### src/rtl/tea_pkg.sv
// Shared types and constants for the TEA cipher engine.
// XTEA support is selected with the TEA_XTEA_EN macro.
package tea_pkg;

    localparam logic [31:0] DELTA_DEFAULT = 32'h9E3779B9;

    typedef enum logic {MODE_ENC = 1'b0, MODE_DEC = 1'b1} mode_e;
    typedef enum logic [1:0] {S_IDLE = 2'd0, S_RUN = 2'd1, S_DONE = 2'd2} state_e;
    typedef enum logic {ALGO_TEA = 1'b0, ALGO_XTEA = 1'b1} algo_e;

    localparam logic [1:0] KEY_K0 = 2'd0;
    localparam logic [1:0] KEY_K1 = 2'd1;
    localparam logic [1:0] KEY_K2 = 2'd2;
    localparam logic [1:0] KEY_K3 = 2'd3;

    // k0 sits in the most significant word of the 128-bit key.
    function automatic logic [31:0] key_word(input logic [127:0] key, input logic [1:0] idx);
        logic [31:0] w;
        case (idx)
            KEY_K0:  w = key[127:96];
            KEY_K1:  w = key[95:64];
            KEY_K2:  w = key[63:32];
            default: w = key[31:0];
        endcase
        return w;
    endfunction

endpackage

### src/rtl/tea_round.sv
// One combinational TEA (or, with TEA_XTEA_EN, XTEA) Feistel round in
// either direction; chained UNROLL times by tea_engine.
module tea_round
    import tea_pkg::*;
#(
    parameter logic [31:0] DELTA = DELTA_DEFAULT
) (
    input  logic [31:0]  y_i,
    input  logic [31:0]  z_i,
    input  logic [31:0]  sum_i,
    input  logic [127:0] key_i,
    input  mode_e        mode_i,
`ifdef TEA_XTEA_EN
    input  algo_e        algo_i,
`endif
    output logic [31:0]  y_o,
    output logic [31:0]  z_o,
    output logic [31:0]  sum_o
);

    function automatic logic [31:0] tea_f(input logic [31:0] v, input logic [31:0] ka,
                                          input logic [31:0] kb, input logic [31:0] s);
        return ((v << 4) + ka) ^ (v + s) ^ ((v >> 5) + kb);
    endfunction

`ifdef TEA_XTEA_EN
    function automatic logic [31:0] xtea_f(input logic [31:0] v, input logic [31:0] s,
                                           input logic [31:0] k);
        return (((v << 4) ^ (v >> 5)) + v) ^ (s + k);
    endfunction
`endif

    logic [31:0] k0, k1, k2, k3;

    assign k0 = key_word(key_i, KEY_K0);
    assign k1 = key_word(key_i, KEY_K1);
    assign k2 = key_word(key_i, KEY_K2);
    assign k3 = key_word(key_i, KEY_K3);

    always_comb begin
        logic [31:0] s1;
        logic [31:0] h1;
        s1    = sum_i;
        h1    = '0;
        y_o   = y_i;
        z_o   = z_i;
        sum_o = sum_i;
`ifdef TEA_XTEA_EN
        if (algo_i == ALGO_XTEA) begin
            if (mode_i == MODE_ENC) begin
                h1    = y_i + xtea_f(z_i, sum_i, key_word(key_i, sum_i[1:0]));
                s1    = sum_i + DELTA;
                y_o   = h1;
                z_o   = z_i + xtea_f(h1, s1, key_word(key_i, s1[12:11]));
                sum_o = s1;
            end else begin
                h1    = z_i - xtea_f(y_i, sum_i, key_word(key_i, sum_i[12:11]));
                s1    = sum_i - DELTA;
                z_o   = h1;
                y_o   = y_i - xtea_f(h1, s1, key_word(key_i, s1[1:0]));
                sum_o = s1;
            end
        end else
`endif
        if (mode_i == MODE_ENC) begin
            s1    = sum_i + DELTA;
            h1    = y_i + tea_f(z_i, k0, k1, s1);
            y_o   = h1;
            z_o   = z_i + tea_f(h1, k2, k3, s1);
            sum_o = s1;
        end else begin
            // Decrypt undoes z first, using the sum before it is stepped back.
            h1    = z_i - tea_f(y_i, k2, k3, sum_i);
            z_o   = h1;
            y_o   = y_i - tea_f(h1, k0, k1, sum_i);
            sum_o = sum_i - DELTA;
        end
    end

endmodule

### src/rtl/tea_engine.sv
// Iterative TEA encrypt/decrypt engine with valid/ready on both sides.
// Define TEA_XTEA_EN to add the in_algo port and XTEA rounds.
module tea_engine
    import tea_pkg::*;
#(
    parameter int          ROUNDS = 32,
    parameter int          UNROLL = 1,
    parameter logic [31:0] DELTA  = DELTA_DEFAULT
) (
    input  logic         clk,
    input  logic         rst_n,
    input  logic         in_valid,
    output logic         in_ready,
    input  logic         in_mode,
`ifdef TEA_XTEA_EN
    input  logic         in_algo,
`endif
    input  logic [63:0]  in_data,
    input  logic [127:0] in_key,
    output logic         out_valid,
    input  logic         out_ready,
    output logic [63:0]  out_data,
    output logic         busy
);

    localparam int STEPS = ROUNDS / UNROLL;
    localparam int CNT_W = $clog2(STEPS + 1);
    localparam logic [63:0] SUM_PROD = 64'(DELTA) * 64'(ROUNDS);
    localparam logic [31:0] SUM_DEC  = SUM_PROD[31:0];

    state_e             state_q, state_d;
    logic [31:0]        y_q, y_d, z_q, z_d, sum_q, sum_d;
    logic [127:0]       key_q, key_d;
    mode_e              mode_q, mode_d;
    logic [CNT_W-1:0]   cnt_q, cnt_d;
`ifdef TEA_XTEA_EN
    algo_e              algo_q, algo_d;
`endif

    logic [31:0] y_c   [UNROLL+1];
    logic [31:0] z_c   [UNROLL+1];
    logic [31:0] sum_c [UNROLL+1];

    assign y_c[0]   = y_q;
    assign z_c[0]   = z_q;
    assign sum_c[0] = sum_q;

    for (genvar g = 0; g < UNROLL; g++) begin : g_round
        tea_round #(.DELTA(DELTA)) u_round (
            .y_i   (y_c[g]),
            .z_i   (z_c[g]),
            .sum_i (sum_c[g]),
            .key_i (key_q),
            .mode_i(mode_q),
`ifdef TEA_XTEA_EN
            .algo_i(algo_q),
`endif
            .y_o   (y_c[g+1]),
            .z_o   (z_c[g+1]),
            .sum_o (sum_c[g+1])
        );
    end

    assign out_data = {y_q, z_q};

    always_comb begin
        state_d   = state_q;
        y_d       = y_q;
        z_d       = z_q;
        sum_d     = sum_q;
        key_d     = key_q;
        mode_d    = mode_q;
        cnt_d     = cnt_q;
`ifdef TEA_XTEA_EN
        algo_d    = algo_q;
`endif
        in_ready  = 1'b0;
        out_valid = 1'b0;
        busy      = 1'b0;
        case (state_q)
            S_IDLE: begin
                in_ready = 1'b1;
                if (in_valid) begin
                    y_d     = in_data[63:32];
                    z_d     = in_data[31:0];
                    key_d   = in_key;
                    mode_d  = in_mode ? MODE_DEC : MODE_ENC;
                    sum_d   = in_mode ? SUM_DEC : 32'd0;
                    cnt_d   = '0;
`ifdef TEA_XTEA_EN
                    algo_d  = in_algo ? ALGO_XTEA : ALGO_TEA;
`endif
                    state_d = S_RUN;
                end
            end
            S_RUN: begin
                busy  = 1'b1;
                y_d   = y_c[UNROLL];
                z_d   = z_c[UNROLL];
                sum_d = sum_c[UNROLL];
                cnt_d = cnt_q + CNT_W'(1);
                if (cnt_q == CNT_W'(STEPS - 1)) begin
                    state_d = S_DONE;
                end
            end
            S_DONE: begin
                busy      = 1'b1;
                out_valid = 1'b1;
                if (out_ready) begin
                    state_d = S_IDLE;
                end
            end
            default: state_d = S_IDLE;
        endcase
    end

    always_ff @(posedge clk or negedge rst_n) begin
        if (!rst_n) begin
            state_q <= S_IDLE;
            y_q     <= '0;
            z_q     <= '0;
            sum_q   <= '0;
            key_q   <= '0;
            mode_q  <= MODE_ENC;
            cnt_q   <= '0;
`ifdef TEA_XTEA_EN
            algo_q  <= ALGO_TEA;
`endif
        end else begin
            state_q <= state_d;
            y_q     <= y_d;
            z_q     <= z_d;
            sum_q   <= sum_d;
            key_q   <= key_d;
            mode_q  <= mode_d;
            cnt_q   <= cnt_d;
`ifdef TEA_XTEA_EN
            algo_q  <= algo_d;
`endif
        end
    end

endmodule

### config.mk
export PLATFORM = sky130hd
export DESIGN_NAME = tea_engine
export DESIGN_NICKNAME = d
export VERILOG_FILES = /design/src/rtl/tea_pkg.sv /design/src/rtl/tea_round.sv /design/src/rtl/tea_engine.sv
export SDC_FILE = /design/constraint.sdc
export NUM_CORES = 2
export LEC_CHECK = 0
export ABC_CLOCK_PERIOD_IN_PS = 24000
export CAP_MARGIN = 20
export CORE_MARGIN = 2
export CORE_UTILIZATION = 40
export DETAILED_ROUTE_END_ITERATION = 10
export PLACE_DENSITY = 0.65
export SLEW_MARGIN = 20
export SYNTH_ARGS = -nofsm -noshare
export SYNTH_HDL_FRONTEND = slang
export SYNTH_SLANG_ARGS = --single-unit
### constraint.sdc
create_clock -name clk -period 24 [get_ports clk]
set_input_delay 2.4 -clock clk [delete_from_list [all_inputs] [get_ports clk]]
set_output_delay 2.4 -clock clk [all_outputs]
set_load 0.05 [all_outputs]
Word-level counts from Yosys, hierarchy flattened --
Cells that the tools add are included.
Word-level totals: latch bits 0, output and inout bits 67, memory bits (read-only) 0, logic and storage cells 66, register bits after elaboration 233, memory bits (writable) 0, input bits 197, memories kept 0
Operators by class: $add $sub $neg 19, equality and inequality tests 6, reductions and logical operators 6, div/mod/pow operators 0, $lt $le $gt $ge 0, shift-type cells 0, muxes and demuxes 20, multiply operators 0, bitwise operators 8
Operator list (count):
- $add 32x32->32 | 10
- $xor 32x32->32 | 8
- $mux 32 | 7
- $pmux 32 s2 | 3
- $add 27x32->32 | 4
- $sub 32x32->32 | 2
- $add 32x32->32 const B | 1
- $sub 32x32->32 const B | 1
- $pmux 6 s2 | 1
- $add 6x1->6 const B | 1
- $eq 6x5->1 const B | 1
- $mux 2 | 3
- $mux 6 | 1
- $ne 2x2->1 const B | 3
- $pmux 2 s3 | 1
- $mux 1 | 4
- $reduce_and 2->1 | 2
- $reduce_and 3->1 | 1
- $eq 2x1->1 const B | 1
- $eq 2x2->1 const B | 1
- $logic_not 2->1 | 1
- $reduce_bool 2->1 | 1
- $reduce_or 2->1 | 1

Longest topological paths before layout --
word-level depth 11, mapped depth 48, gate-level depth less buffers 48

Modules after synthesis --
From an unflattened synthesis, not the netlist that was laid out.
Second synthesis, totals: cell total of the unflattened synthesis 4146, area, all modules 35047.4 µm²
By module, submodules not included:
- tea_round | cells each 3377, seq. area each 0.0 µm², instances 1, area each 25215.4 µm²
- tea_engine | cells each 769, seq. area each 5830.6 µm², instances 1, area each 9831.9 µm²

Worst setup path before layout --
Ideal clock, no wire load.
kind reg-to-reg, from register sum_q[0], to register z_q[31], data required time 23922 ps, stages on the path, launching flop included 43, slack 15196 ps, arrival time 8727 ps, library setup time 78 ps, path buffers 1, period minus slack after synthesis 8804 ps, cells stage by stage dfrtp_1 ha_1 a2111o_1 a21boi_0 o21bai_1 or3_1 o21ai_2 nand2_2 xnor2_1 ha_1 clkbuf_1 xor2_1 xnor2_1 xnor2_1 xnor2_1 xnor2_1 ha_1 and3_1 [... 7 more ...] a21o_1 a21o_1 a21o_1 a21oi_1 o21ai_0 a21o_1 a31o_2 a21o_1 a21oi_1 nor2_1 xnor2_1 xnor2_1 ha_1 or3_1 o21ai_0 a21oi_1 xnor3_1 a21oi_1
On the way: word-level cells in the longest chain between the ends 11, elaborated cells between the ends (all ways) 17, classes of those cells 9 x add/sub; 2 x mux; 6 x bitwise
Ends and longest elaborated chain:
- start: declaration | RTL line tea_engine.sv:32 | logic [31:0] y_q, y_d, z_q, z_d, sum_q, sum_d;
- start signal: assignment | RTL line tea_engine.sv:133 | sum_q <= sum_d;
- $add 32x32->32 | RTL line tea_round.sv:66 | s1 = sum_i + DELTA;
- $add 32x32->32 | RTL line tea_round.sv:23 | return ((v << 4) + ka) ^ (v + s) ^ ((v >> 5) + kb);
- $xor 32x32->32 (2 in a row) | RTL line tea_round.sv:23
- $add 32x32->32 | RTL line tea_round.sv:67 | h1 = y_i + tea_f(z_i, k0, k1, s1);
- $add 32x32->32 | RTL line tea_round.sv:23
- $xor 32x32->32 (2 in a row) | RTL line tea_round.sv:23
- $add 32x32->32 | RTL line tea_round.sv:69 | z_o = z_i + tea_f(h1, k2, k3, s1);
- $mux 32 * | RTL line tea_round.sv:65 | if (mode_i == MODE_ENC) begin
- $pmux 32 s2 * | RTL line tea_engine.sv:80 | case (state_q)
- end signal: assignment | RTL line tea_engine.sv:132 | z_q <= z_d;
- end: declaration | RTL line tea_engine.sv:32
Every way passes the cells marked *; elsewhere a longest branch is shown, timed or not. A chain may end at the register's enable or synchronous reset.

Worst setup path after layout --
from register sum_q[1], to register z_q[28]
Same word-level chain as after synthesis.

==> impl_metrics.ini <==
[clocking]
clock_path_buffers = 3
post_cts_buffers = 0
cts_tree = built
ctsHoldBuffers = 0
cts_buffers = 30
htreeDepth = 1
post_cts_resized = 0
clk_latency_ps = 640
clkTransAtPathRegs_ps = 60
cts_sinks = 233
root_buffer = clkbuf_16

[die]
row_count = 107
top_level_ports = 264
die_h_um = 297
initial_core_util_pct = 40.4
dieArea_mm2 = 0.0885
die_x_um = 297
core_mm2 = 0.0853

[worst_setup_path]
timing.rr.start = sum_q[1]
cp.required_ps = 24520
setup.worst_path.start = sum_q[1]
crit_top_cell = xnor2_1
worst_setup_path_end_kind = flip-flop
worstSetupPathType = flip-flop to flip-flop
max_stage_delay_ps = 610
crit_slowest_cell = or4_1
critPathLaunchType = flip-flop
worstPathMaxFanout = 9
cp.arrival_ps = 11640
reg2reg_depth = 40

[placement]
placed_cell_area_mm2 = 0.0384
gp_congestion = 0.996
dp_hpwl_um = 109000
numPortBuffers = 263

[yosys]
synth_edf_count = 0
synth_cells = 4151
syn-num-nets = 4851
ys_seq_area_share_pct = 16.9
synth_area_mm2 = 0.0344
ys_types = 92
avgSynthCellArea_um2 = 8.30
async_flop_share_pct = 100
synth_top_flop_cell = dfrtp_1
yosysWarnings = 0
synth-seq-cells = 233

[final_layout]
nFillCells = 8441
area_growth_pct = 14.5
postLayoutCellArea_mm2 = 0.0394
final_cell_mix = xnor2_1 (594), ha_1 (486), a21oi_1 (422)
final_common_cell = xnor2_1
seqCellArea_mm2 = 0.00583
layout-drive-gt1-share_pct = 6.32
fin_nets = 5077
multi_input_area_mm2 = 0.0278

[timing]
fmax_mhz = 89.9
rsz0062_at_grt = no
finalCriticalPeriod_ps = 11120
setup_tns_ps = 0
fin_skew_ps = 26.9
finalMaxSlewViolations = 0
hold_violations = 0
period_share_pct = 46.3
max_slew_margin_pct = 39.0
setup_viol = 0
worst_slew_pin_slew_ps = 911

[detailed_routing]
wl_per_cell_um = 24.3
via_count = 33200
ant_nets = 0
drc = 0
drt_iter0_markers = 3489
vias_per_cell = 5.99
drt_wl_total_um = 135000
dr.pass1.iters = 8

[worst_hold_path]
holdPathStages = 1
hp-class = flip-flop to flip-flop
min_from = key_q[127]

[global_route]
grt_usage_pct = 29.3
grt_first_pass_wirelength_um = 198000
grt_overflow_total = 0
antenna_found_initial = 0
grt_pass1_vias = 31600
grt_max_degree = 72

[flow_run]
maxCapViolations = 0

[outcome]
status = finished, final reports clean
==> synthesized netlist by cell type (all sizes together), types with 10 or more instances <==
| cell type | instances | area [um2] |
|---|---|---|
| or3 | 22 | 138 |
| o21bai | 56 | 420 |
| nand3 | 57 | 285 |
| o21a | 44 | 330 |
| o211ai | 41 | 318 |
| o21ai | 301 | 1520 |
| o41ai | 10 | 95.1 |
| o22ai | 13 | 81.3 |
| and3 | 36 | 225 |
| mux2i | 25 | 250 |
| a21oi | 427 | 2160 |
| and2 | 12 | 75.1 |
| nand2 | 290 | 1090 |
| buf | 14 | 62.6 |
| nor3 | 67 | 340 |
| o31ai | 16 | 120 |
| nor2 | 242 | 908 |
| a31oi | 62 | 415 |
| nor2b | 46 | 288 |
| xnor2 | 594 | 5200 |
| fa | 16 | 320 |
| xor2 | 144 | 1260 |
| dfrtp | 233 | 5830 |
| a22o | 12 | 105 |
| nor4 | 13 | 81.3 |
| clkbuf | 80 | 302 |
| a21o | 241 | 1810 |
| ha | 487 | 6090 |
| nand4 | 18 | 113 |
| mux2 | 129 | 1450 |
| inv | 137 | 514 |
| or2 | 24 | 150 |
| a211oi | 28 | 220 |
| nand2b | 59 | 369 |
| a21boi | 16 | 120 |
| a2111oi | 12 | 118 |
==> metal layers <==
metal	track usage [%]	vias to the layer above	wire (um)
met5	0	-	0
met4	5.50	0	2430
met3	4.23	145	12600
met2	44.8	1431	57100
met1	43.6	16100	62500
li1	-	15600	-
==> layout make-up <==
cell class | count | share of cell area, %
Multi-Input combinational cell | 3687 | 70.4
Sequential cell | 233 | 14.8
Timing Repair Buffer | 288 | 7.16
Tap cell | 1144 | 3.63
Clock buffer | 37 | 2.13
Inverter | 137 | 1.30
Clock inverter | 18 | 0.549
Antenna cell | 1 | 0.00634
==> path summary, 6_finish.rpt <==
| path | to | slack [ps] |
|---|---|---|
| worst min-delay path | key_q[127] | 530 |
| worst max register to register | z_q[28] | 12880 |
| worst min register to register | key_q[127] | 530 |
| min in group asynchronous | key_q[122] | 1730 |
| worst max-delay path | z_q[28] | 12880 |
| max in group asynchronous | key_q[6] | 20240 |
==> critical path: cells and delay by family, from the launching register on <==
family	cells	cell delay, ps
flip-flops	1	520
XOR/XNOR	11	2630
AO/OA/AOI/OAI	15	3650
AND/OR/NAND/NOR	9	2530
adder cells (fa/ha/maj)	5	1690
==> registers in the layout, indices dropped and copies added (netlist names) <==
register / count
key_q: 128
sum_q: 32
y_q: 32
z_q: 32
cnt_q: 6
state_q: 2
mode_q: 1
==> metrics by stage <==
step | setup slack (ps) | utilization (%) | hold WS (ps) | std cells
global route | 12190 | 46.2 | 552 | 5544
global placement | 12870 | 45.0 | 509 | 5489
CTS | 12870 | 46.2 | 532 | 5544
finish | 12880 | 46.2 | 526 | 5545
floorplan | 15200 | - | 489 | 4151
detailed placement | 12930 | 45.0 | 519 | 5489
==> cell families after synthesis <==
logic type | share of synthesized area (%)
compound gates | 25.3
xor+xnor | 19.2
fa+ha+maj | 18.6
buf+inv | 2.55
flops | 16.9
mux | 4.94
simple gates | 12.4
Power is not shown: default switching activity piles up to over one toggle a cycle in this logic, so the estimate is an artifact.
